**src/rtl/sya_pack_pkg.sv**
```systemverilog
// Shared definitions for the systolic-array input packer: FSM state encoding
// and the beat-count derivations used to size the assembly counter.
package sya_pack_pkg;

  typedef logic [0:0] state_t;

  // state | meaning
  // FILL  | assembling beats into the assembly register
  // FULL  | completed vector waiting for the output register
  localparam state_t ST_FILL = 1'b0;
  localparam state_t ST_FULL = 1'b1;

  function automatic int calc_beats(input int side_len, input int in_words);
    return side_len / in_words;
  endfunction

  function automatic int calc_cnt_width(input int beats);
    return $clog2(beats) + 1;
  endfunction

endpackage

```
**src/rtl/sya_pack.sv**
```systemverilog
// Packs narrow input beats into SIDE_LEN-lane vectors for the skew buffer.
// Optional SYA_PACK_STAT_EN adds a 16-bit popped-vector counter (vec_cnt).
module sya_pack
  import sya_pack_pkg::*;
#(
  parameter int DATA_WIDTH = 8,
  parameter int SIDE_LEN   = 16,
  parameter int IN_WORDS   = 4
) (
  input  logic                           clk,
  input  logic                           Rst,
  input  logic [IN_WORDS*DATA_WIDTH-1:0] in_din,
  input  logic                           in_vld,
  output logic                           in_rdy,
  input  logic                           in_last,
  output logic [SIDE_LEN*DATA_WIDTH-1:0] out_dout,
  output logic [SIDE_LEN-1:0]            out_mask,
  output logic                           out_vld,
  input  logic                           out_rdy,
  output logic                           out_last
`ifdef SYA_PACK_STAT_EN
  ,
  output logic [15:0]                    vec_cnt
`endif
);

  localparam int BEATS  = calc_beats(SIDE_LEN, IN_WORDS);
  localparam int CNT_W  = calc_cnt_width(BEATS);
  localparam int BEAT_W = IN_WORDS * DATA_WIDTH;

  state_t                         state;
  logic [CNT_W-1:0]               cnt;
  logic [SIDE_LEN*DATA_WIDTH-1:0] asm_data;
  logic [SIDE_LEN-1:0]            asm_mask;
  logic                           asm_last;

  logic                           xfer;
  logic                           accept;
  logic                           complete;
  logic [SIDE_LEN*DATA_WIDTH-1:0] asm_data_nxt;
  logic [SIDE_LEN-1:0]            asm_mask_nxt;

  always_comb begin
    xfer     = (state == ST_FULL) && (!out_vld || out_rdy);
    in_rdy   = (state == ST_FILL) || xfer;
    accept   = in_vld && in_rdy;
    complete = (cnt == CNT_W'(BEATS - 1)) || in_last;
    // The first beat of a vector starts from zero so lanes left unfilled by
    // an early in_last come out as zero data with a cleared mask bit.
    asm_data_nxt = (cnt == '0) ? '0 : asm_data;
    asm_mask_nxt = (cnt == '0) ? '0 : asm_mask;
    for (int b = 0; b < BEATS; b++) begin
      if (cnt == CNT_W'(b)) begin
        asm_data_nxt[b*BEAT_W +: BEAT_W]     = in_din;
        asm_mask_nxt[b*IN_WORDS +: IN_WORDS] = '1;
      end
    end
  end

  always_ff @(posedge clk) begin
    if (Rst) begin
      state    <= ST_FILL;
      cnt      <= '0;
      asm_data <= '0;
      asm_mask <= '0;
      asm_last <= 1'b0;
      out_dout <= '0;
      out_mask <= '0;
      out_last <= 1'b0;
      out_vld  <= 1'b0;
    end else begin
      if (accept) begin
        asm_data <= asm_data_nxt;
        asm_mask <= asm_mask_nxt;
        if (complete) begin
          cnt      <= '0;
          asm_last <= in_last;
        end else begin
          cnt <= cnt + CNT_W'(1);
        end
      end

      // A new vector can complete on the same edge the previous one leaves.
      if (accept && complete)
        state <= ST_FULL;
      else if (xfer)
        state <= ST_FILL;

      if (xfer) begin
        out_dout <= asm_data;
        out_mask <= asm_mask;
        out_last <= asm_last;
        out_vld  <= 1'b1;
      end else if (out_vld && out_rdy) begin
        out_vld <= 1'b0;
      end
    end
  end

`ifdef SYA_PACK_STAT_EN
  always_ff @(posedge clk) begin
    if (Rst)
      vec_cnt <= '0;
    else if (out_vld && out_rdy)
      vec_cnt <= vec_cnt + 16'd1;
  end
`endif

endmodule

```
**config.mk**
```make
export PLATFORM = sky130hd
export DESIGN_NAME = sya_pack
export DESIGN_NICKNAME = d
export VERILOG_FILES = /design/src/rtl/sya_pack_pkg.sv /design/src/rtl/sya_pack.sv
export SDC_FILE = /design/constraint.sdc
export NUM_CORES = 1
export LEC_CHECK = 0
export CAP_MARGIN = 10
export CORE_MARGIN = 2
export CORE_UTILIZATION = 48
export DETAILED_ROUTE_END_ITERATION = 6
export PLACE_DENSITY = 0.86
export SYNTH_ARGS = -nofsm -noshare
export SYNTH_HDL_FRONTEND = slang
export SYNTH_SLANG_ARGS = --single-unit
```
**constraint.sdc**
```tcl
create_clock -name clk -period 1.6 [get_ports clk]
set_clock_uncertainty 0.05 [all_clocks]
set_input_delay 0.32 -clock clk [delete_from_list [all_inputs] [get_ports clk]]
set_output_delay 0.32 -clock clk [all_outputs]
set_load 0.01 [all_outputs]
```
# == Yosys cells after proc, flatten, opt, wreduce, memory -nomap -nowiden ==
# Cells that the tools add are included.
# word_totals
ff_bits,295
in_bits,37
# classes
addsub,1
eq_ne,3
n_mux,15
n_bitwise,1
reduce_logical,19
# op_table
op,n
128-bit two-way mux,1
32-bit two-way mux,4
16-bit two-way mux,1
4-bit two-way mux,4
2-bit AND reduction,5
2-bit nonzero test,5
"3-bit by 2-bit == test with 1-bit output, second input constant",2
1-bit logical AND,4
1-bit two-way mux,4
"3-bit by 1-bit adder with 3-bit output, second input constant",1
"3-bit by 1-bit == test with 1-bit output, second input constant",1
3-bit zero test,1
1-bit logical OR,3
3-bit two-way mux,1
1-bit zero test,1
1-bit inverter,1

# == Longest topological paths before layout ==
# Gate-level depths: netlist of the first run.
# depth
ltp_word,7
depth_mapped,8

# == Worst setup path after synthesis of the first run ==
# No wires, ideal clock.
# synth_path
path_type,register to register
start,register cnt[1]
end,register asm_mask[14]
setup_time_ns,0.072
t_arrival_ns,1.521
required_ns,1.478
setup_slack_ns,-0.042
path_stages_with_launch,7
cell_sequence,dfxtp_1 > ha_1 > ha_1 > nand2_1 > a21oi_2 > buf_2 > mux2i_1
# synth_between
elab_chain_len,3
word_cells_on_any_way,5
# synth_rtl
element,line,source
start: declaration,sya_pack.sv:32,logic [CNT_W-1:0] cnt;
start signal: assignment,sya_pack.sv:79,cnt <= cnt + CNT_W'(1);
3-bit by 2-bit == test with 1-bit output / 3-bit zero test (equally long branches),"sya_pack.sv:53, sya_pack.sv:51",
2-bit nonzero test (no source line),--,
2-bit AND reduction (no source line),--,
end signal: assignment,sya_pack.sv:74,asm_mask <= asm_mask_nxt;
end: declaration,sya_pack.sv:34,logic [SIDE_LEN-1:0] asm_mask;
# Parallel ways exist; a longest one is shown, timed or not.
# A chain may end at the register's enable or synchronous reset.

# == Worst setup path in the final report of the first run ==
# layout_path
start,register state
end,output port in_rdy
# layout_between
elab_chain_len,2
word_cells_on_any_way,3
# layout_rtl
element,line,source
start: declaration,sya_pack.sv:31,state_t state;
start signal: assignment,sya_pack.sv:62,state <= ST_FILL;
start signal: assignment,sya_pack.sv:85,state <= ST_FULL;
start signal: assignment,sya_pack.sv:87,state <= ST_FILL;
1-bit logical AND / 1-bit inverter (equally long branches),"sya_pack.sv:44, sya_pack.sv:45",
1-bit logical OR (*),sya_pack.sv:45,in_rdy = (state == ST_FILL) || xfer;
end: declaration,sya_pack.sv:14,"output logic in_rdy,"
# Mark *: on every way between the ends. The rest lies on a longest branch, timed or not.

==> impl_metrics.csv, run 1 <==
group,metric,value,unit
outcome,run_status,"finished with violations",
outcome,failed_checks,"negative setup slack",
timing,layout_min_cycle_time,1.71,ns
drt,via_count,10200,
cells_and_area,num-fill-cells,1746,
timing,post-route-worst-setup-slack,-0.112,ns
die,fp.dieH,154,um
timing,finalCritPeriodShare,107,%
drt,antenna_violating_nets_post_route,0,
clock_network,tritoncts,"yes",
cells_and_area,layout_common_cells,"262 x sky130_fd_sc_hd__dfxtp_1, 206 x sky130_fd_sc_hd__a21oi_1, 200 x sky130_fd_sc_hd__o21ai_0",
yosys,post_synthesis_compound_gate_area_fraction,26.7,%
global_route,antenna_violations_before_repair,0,
yosys,synthFlopType,"sky130_fd_sc_hd__dfxtp_1",
setup_path,worst-setup-path-type,"reg2out",
setup_path,critical_path.reg2reg.startpoint,"cnt[1]",
setup_path,cp_data_required_time,1.23,ns
setup_path,critical_path.startpoint_type,"flop",
power_and_ir_drop,power_density,1070,mW/mm^2
timing,slew_violations,0,
global_route,largest_net_degree_at_the_start_of_global_routing,76,
cells_and_area,area_growth_syn_to_layout,30.3,%
setup_path,endpoint,"in_rdy",
global_route,grt_pass1_wl,51700,um
clock_network,cts.clk_slew.worst_paths,0.06,ns
yosys,synth.top_cells.by_area,"sky130_fd_sc_hd__dfxtp_1 51%, sky130_fd_sc_hd__a21oi_1 9.6%, sky130_fd_sc_hd__o21ai_0 9.5%",
drt,detailedRoute.firstIterationViolations,1176,
yosys,share_of_the_yosys_chip_area_belonging_to_registers,50.6,%
yosys,post-synth-top-area-cell,"sky130_fd_sc_hd__dfxtp_1",
power_and_ir_drop,power_switching_share,23.2,%
setup_path,crit_path_max_delay_cell_type,"sky130_fd_sc_hd__dfxtp_4",
global_route,grt_pass1_vias,9504,
global_route,global_router_s_overall_resource_usage,26.8,%
cells_and_area,insertedDiodeCount,0,
timing,slew_headroom,61.9,%
setup_path,setup.reg_to_reg.worst_slack,-0.02,ns
yosys,mux_contribution_to_synthesized_area,0.0933,%
cells_and_area,postLayoutCoreUtil,63.9,%
placement,finalWeightedCongestion,0.917,
setup_path,worstPathBufferInverterCount,2,
timing,timing.fmax,0.584,GHz
setup_path,worstSetupStartpoint,"state",
power_and_ir_drop,vdd_drop_max,875,uV
cells_and_area,seq_area,0.00544,mm^2
die,start_util,49.0,%
cells_and_area,finish.net_count,1399,
yosys,portion_of_synthesized_cell_area_occupied_by_the_leading_cell_type,50.6,%
clock_network,cts_hold_repair.buffers,0,
clock_network,insertion_delay,0.54,ns
setup_path,slowest_delay,0.34,ns
die,design.die.area,0.0236,mm^2
clock_network,cts-buffers-inserted,28,
yosys,yosys_warnings,0,
drt,avgViaCountPerCell,6.17,
clock_network,cts_buffer_depth,3,
setup_path,crit_fanout,4,
setup_path,path_cells,"and3b_2 -> inv_4 -> buf_6",
yosys,postSynthRegisterBits,271,
timing,worst_pin_slew,0.572,ns
power_and_ir_drop,comb_power_share,7.1,%
power_and_ir_drop,cellInternalPower,11500,uW
setup_path,worstSetupEndpointType,"output port",
setup_path,critical_path.top_delay_family,"flip-flops",
yosys,synth.distinct_cells,29,
power_and_ir_drop,power.sequential.fraction,46.3,%
die,boundaryPins,184,
yosys,syn_avg_cell_area,8.76,um^2
die,placeableCoreArea,0.0219,mm^2
yosys,post_synth_and_or_nand_nor_area_fraction,12.8,%
yosys,syn-instance-count,1225,
cells_and_area,multi_input_comb_area,0.00438,mm^2
timing,timing.final.hold_violations,0,
clock_network,clock_sinks,271,
cells_and_area,final_common_cell,"sky130_fd_sc_hd__dfxtp_1",
drt,wl_per_cell,20.4,um
yosys,combinational_family_with_the_most_area_after_synthesis,"compound AO/OA/AOI/OAI gates",
flow_run,cap_violations,0,
power_and_ir_drop,p_clk_share,46.6,%
setup_path,worstSetupPathDepth,3,
drt,wirelength,33800,um
clock_network,clock_tree.htree_level_count,1,
placement,place.detailed.hpwl,21300,um
yosys,share_of_async_settable_or_async_resettable_flops_after_synthesis,0,%
yosys,synth-xor-area-share,0,%
setup_path,cp.arrival,1.34,ns
yosys,synth_enable_flop_cells,0,
power_and_ir_drop,power_leakage,0.00525,uW
setup_path,crit-reg2reg-capture,"asm_mask[14]",
drt,drt_pass1_iterations,6,
clock_network,cts-root-buf,"sky130_fd_sc_hd__clkbuf_16",
power_and_ir_drop,power_switching,3460,uW
placement,place_worst_setup_slack,-0.491,ns
cells_and_area,final_layout_size_suffix_gt1_share,12.6,%
die,core.rowCount,54,
hold_path,hold_removal_path_class,"in2reg",
setup_path,worstRegToRegCells,6,
drt,drc,0,
placement,buffer_ports.inserted,183,
die,die_x,154,um
yosys,syn_nets,1268,
timing,setup-violations-final,3,
timing,fin_setup_tns,-0.139,ns
yosys,cell_area_after_synthesis,0.0107,mm^2
global_route,grt_overflow,0,
yosys,synth-adder-area-share,0.700,%
timing,grt_setup_unrepaired,"yes",
## cell type report
cell class / instances / share of cell area, %
Sequential cell: 271 / 38.9
Timing Repair Buffer: 251 / 18.2
Multi-Input combinational cell: 733 / 31.3
Inverter: 71 / 1.93
Tap cell: 280 / 2.51
Clock buffer: 38 / 5.86
Clock inverter: 12 / 1.25
## metrics by stage
stage | hold WS [ns] | std cells | total power, uW | area (um^2)
2_1_floorplan | 0.388 | 1225 | 7580 | 10700
3_3_place_gp | 0.401 | 1597 | 8040 | 13000
3_5_place_dp | 0.407 | 1597 | 8060 | 13000
4_1_cts | 0.0760 | 1647 | 14900 | 13800
5_1_grt | 0.101 | 1656 | 15300 | 14000
6_report | 0.0928 | 1656 | 14900 | 14000
## flip-flops by register name, indices dropped and copies added, names as in the netlist
register and cells:
asm_last 1, out_dout 128, cnt 3, out_mask 4, state 1, out_last 1, out_vld 1, asm_mask 4
asm_data 128
## power groups by stage
stage	registers [uW]	logic, uW	clock network [uW]
2_1_floorplan	7040	543	0
3_5_place_dp	7050	1020	0
5_1_grt	6910	1120	7230
4_1_cts	6900	1020	6960
3_3_place_gp	7040	1000	0
6_report	6900	1060	6950
## routing by layer
metal / vias to the layer above / global-route usage (%) / wire length [um] / share of wire (%)
met5: - / 0 / 0 / 0
met1: 4860 / 34.9 / 13200 / 39
met4: 0 / 12.5 / 1700 / 5.0
li1: 4627 / - / - / -
met3: 130 / 6.09 / 3310 / 9.8
met2: 603 / 42.3 / 15500 / 46
## cells in the mapped netlist, types with 2 or more instances
master	count
sky130_fd_sc_hd__dfxtp_1	271
sky130_fd_sc_hd__a21oi_1	206
sky130_fd_sc_hd__o21ai_0	203
sky130_fd_sc_hd__nand3_1	169
sky130_fd_sc_hd__clkbuf_1	93
sky130_fd_sc_hd__inv_1	69
sky130_fd_sc_hd__nand2b_1	35
sky130_fd_sc_hd__nand4_1	34
sky130_fd_sc_hd__o32ai_1	34
sky130_fd_sc_hd__o32ai_2	30
sky130_fd_sc_hd__buf_4	23
sky130_fd_sc_hd__buf_1	15
sky130_fd_sc_hd__buf_2	12
sky130_fd_sc_hd__buf_6	7
sky130_fd_sc_hd__ha_1	6
sky130_fd_sc_hd__and3b_1	2
sky130_fd_sc_hd__inv_2	2
sky130_fd_sc_hd__nor2_1	2
sky130_fd_sc_hd__nor3_1	2
## logic make-up (layout without fill, tap and decap cells)
logic type | count (synthesis) | count (layout)
buf+inv | 221 | 372
flops | 271 | 271
simple gates | 250 | 250
fa+ha+maj | 6 | 6
mux | 1 | 1
compound gates | 476 | 476
## worst min-delay path by stage
stage / cells past startpoint / startpoint / end
final: 2 / Rst / out_mask[3]
after global routing: 2 / Rst / state
after CTS: 2 / Rst / out_mask[3]
after detailed placement: 2 / asm_data[94] / out_dout[94]
after global placement: 2 / asm_data[94] / out_dout[94]
after floorplan: 2 / asm_mask[2] / asm_mask[2]
## worst register-to-register path, stage by stage (launching register included)
cell and delay (ns):
sky130_fd_sc_hd__dfxtp_2 0.35, sky130_fd_sc_hd__inv_1 0.08, sky130_fd_sc_hd__ha_2 0.20, sky130_fd_sc_hd__nand3b_1 0.18, sky130_fd_sc_hd__a21oi_2 0.27, sky130_fd_sc_hd__buf_12 0.20
sky130_fd_sc_hd__mux2i_1 0.21
## repair_timing
item / 4_1_cts / 5_1_grt
buffers inserted: 0 / 8
pin swaps: 0 / 2
resized for setup: 164 / 30
setup endpoints to repair: 183 / 123
cloned: 0 / 3
Note: power is estimated with default switching activity, not from simulation.
==> inputs of run 2 (changes only) <==
- GPL_ROUTABILITY_DRIVEN: not set -> 1
==> results of run 2 <==
Final layout, timing and power as in run 1 (identical DEF).
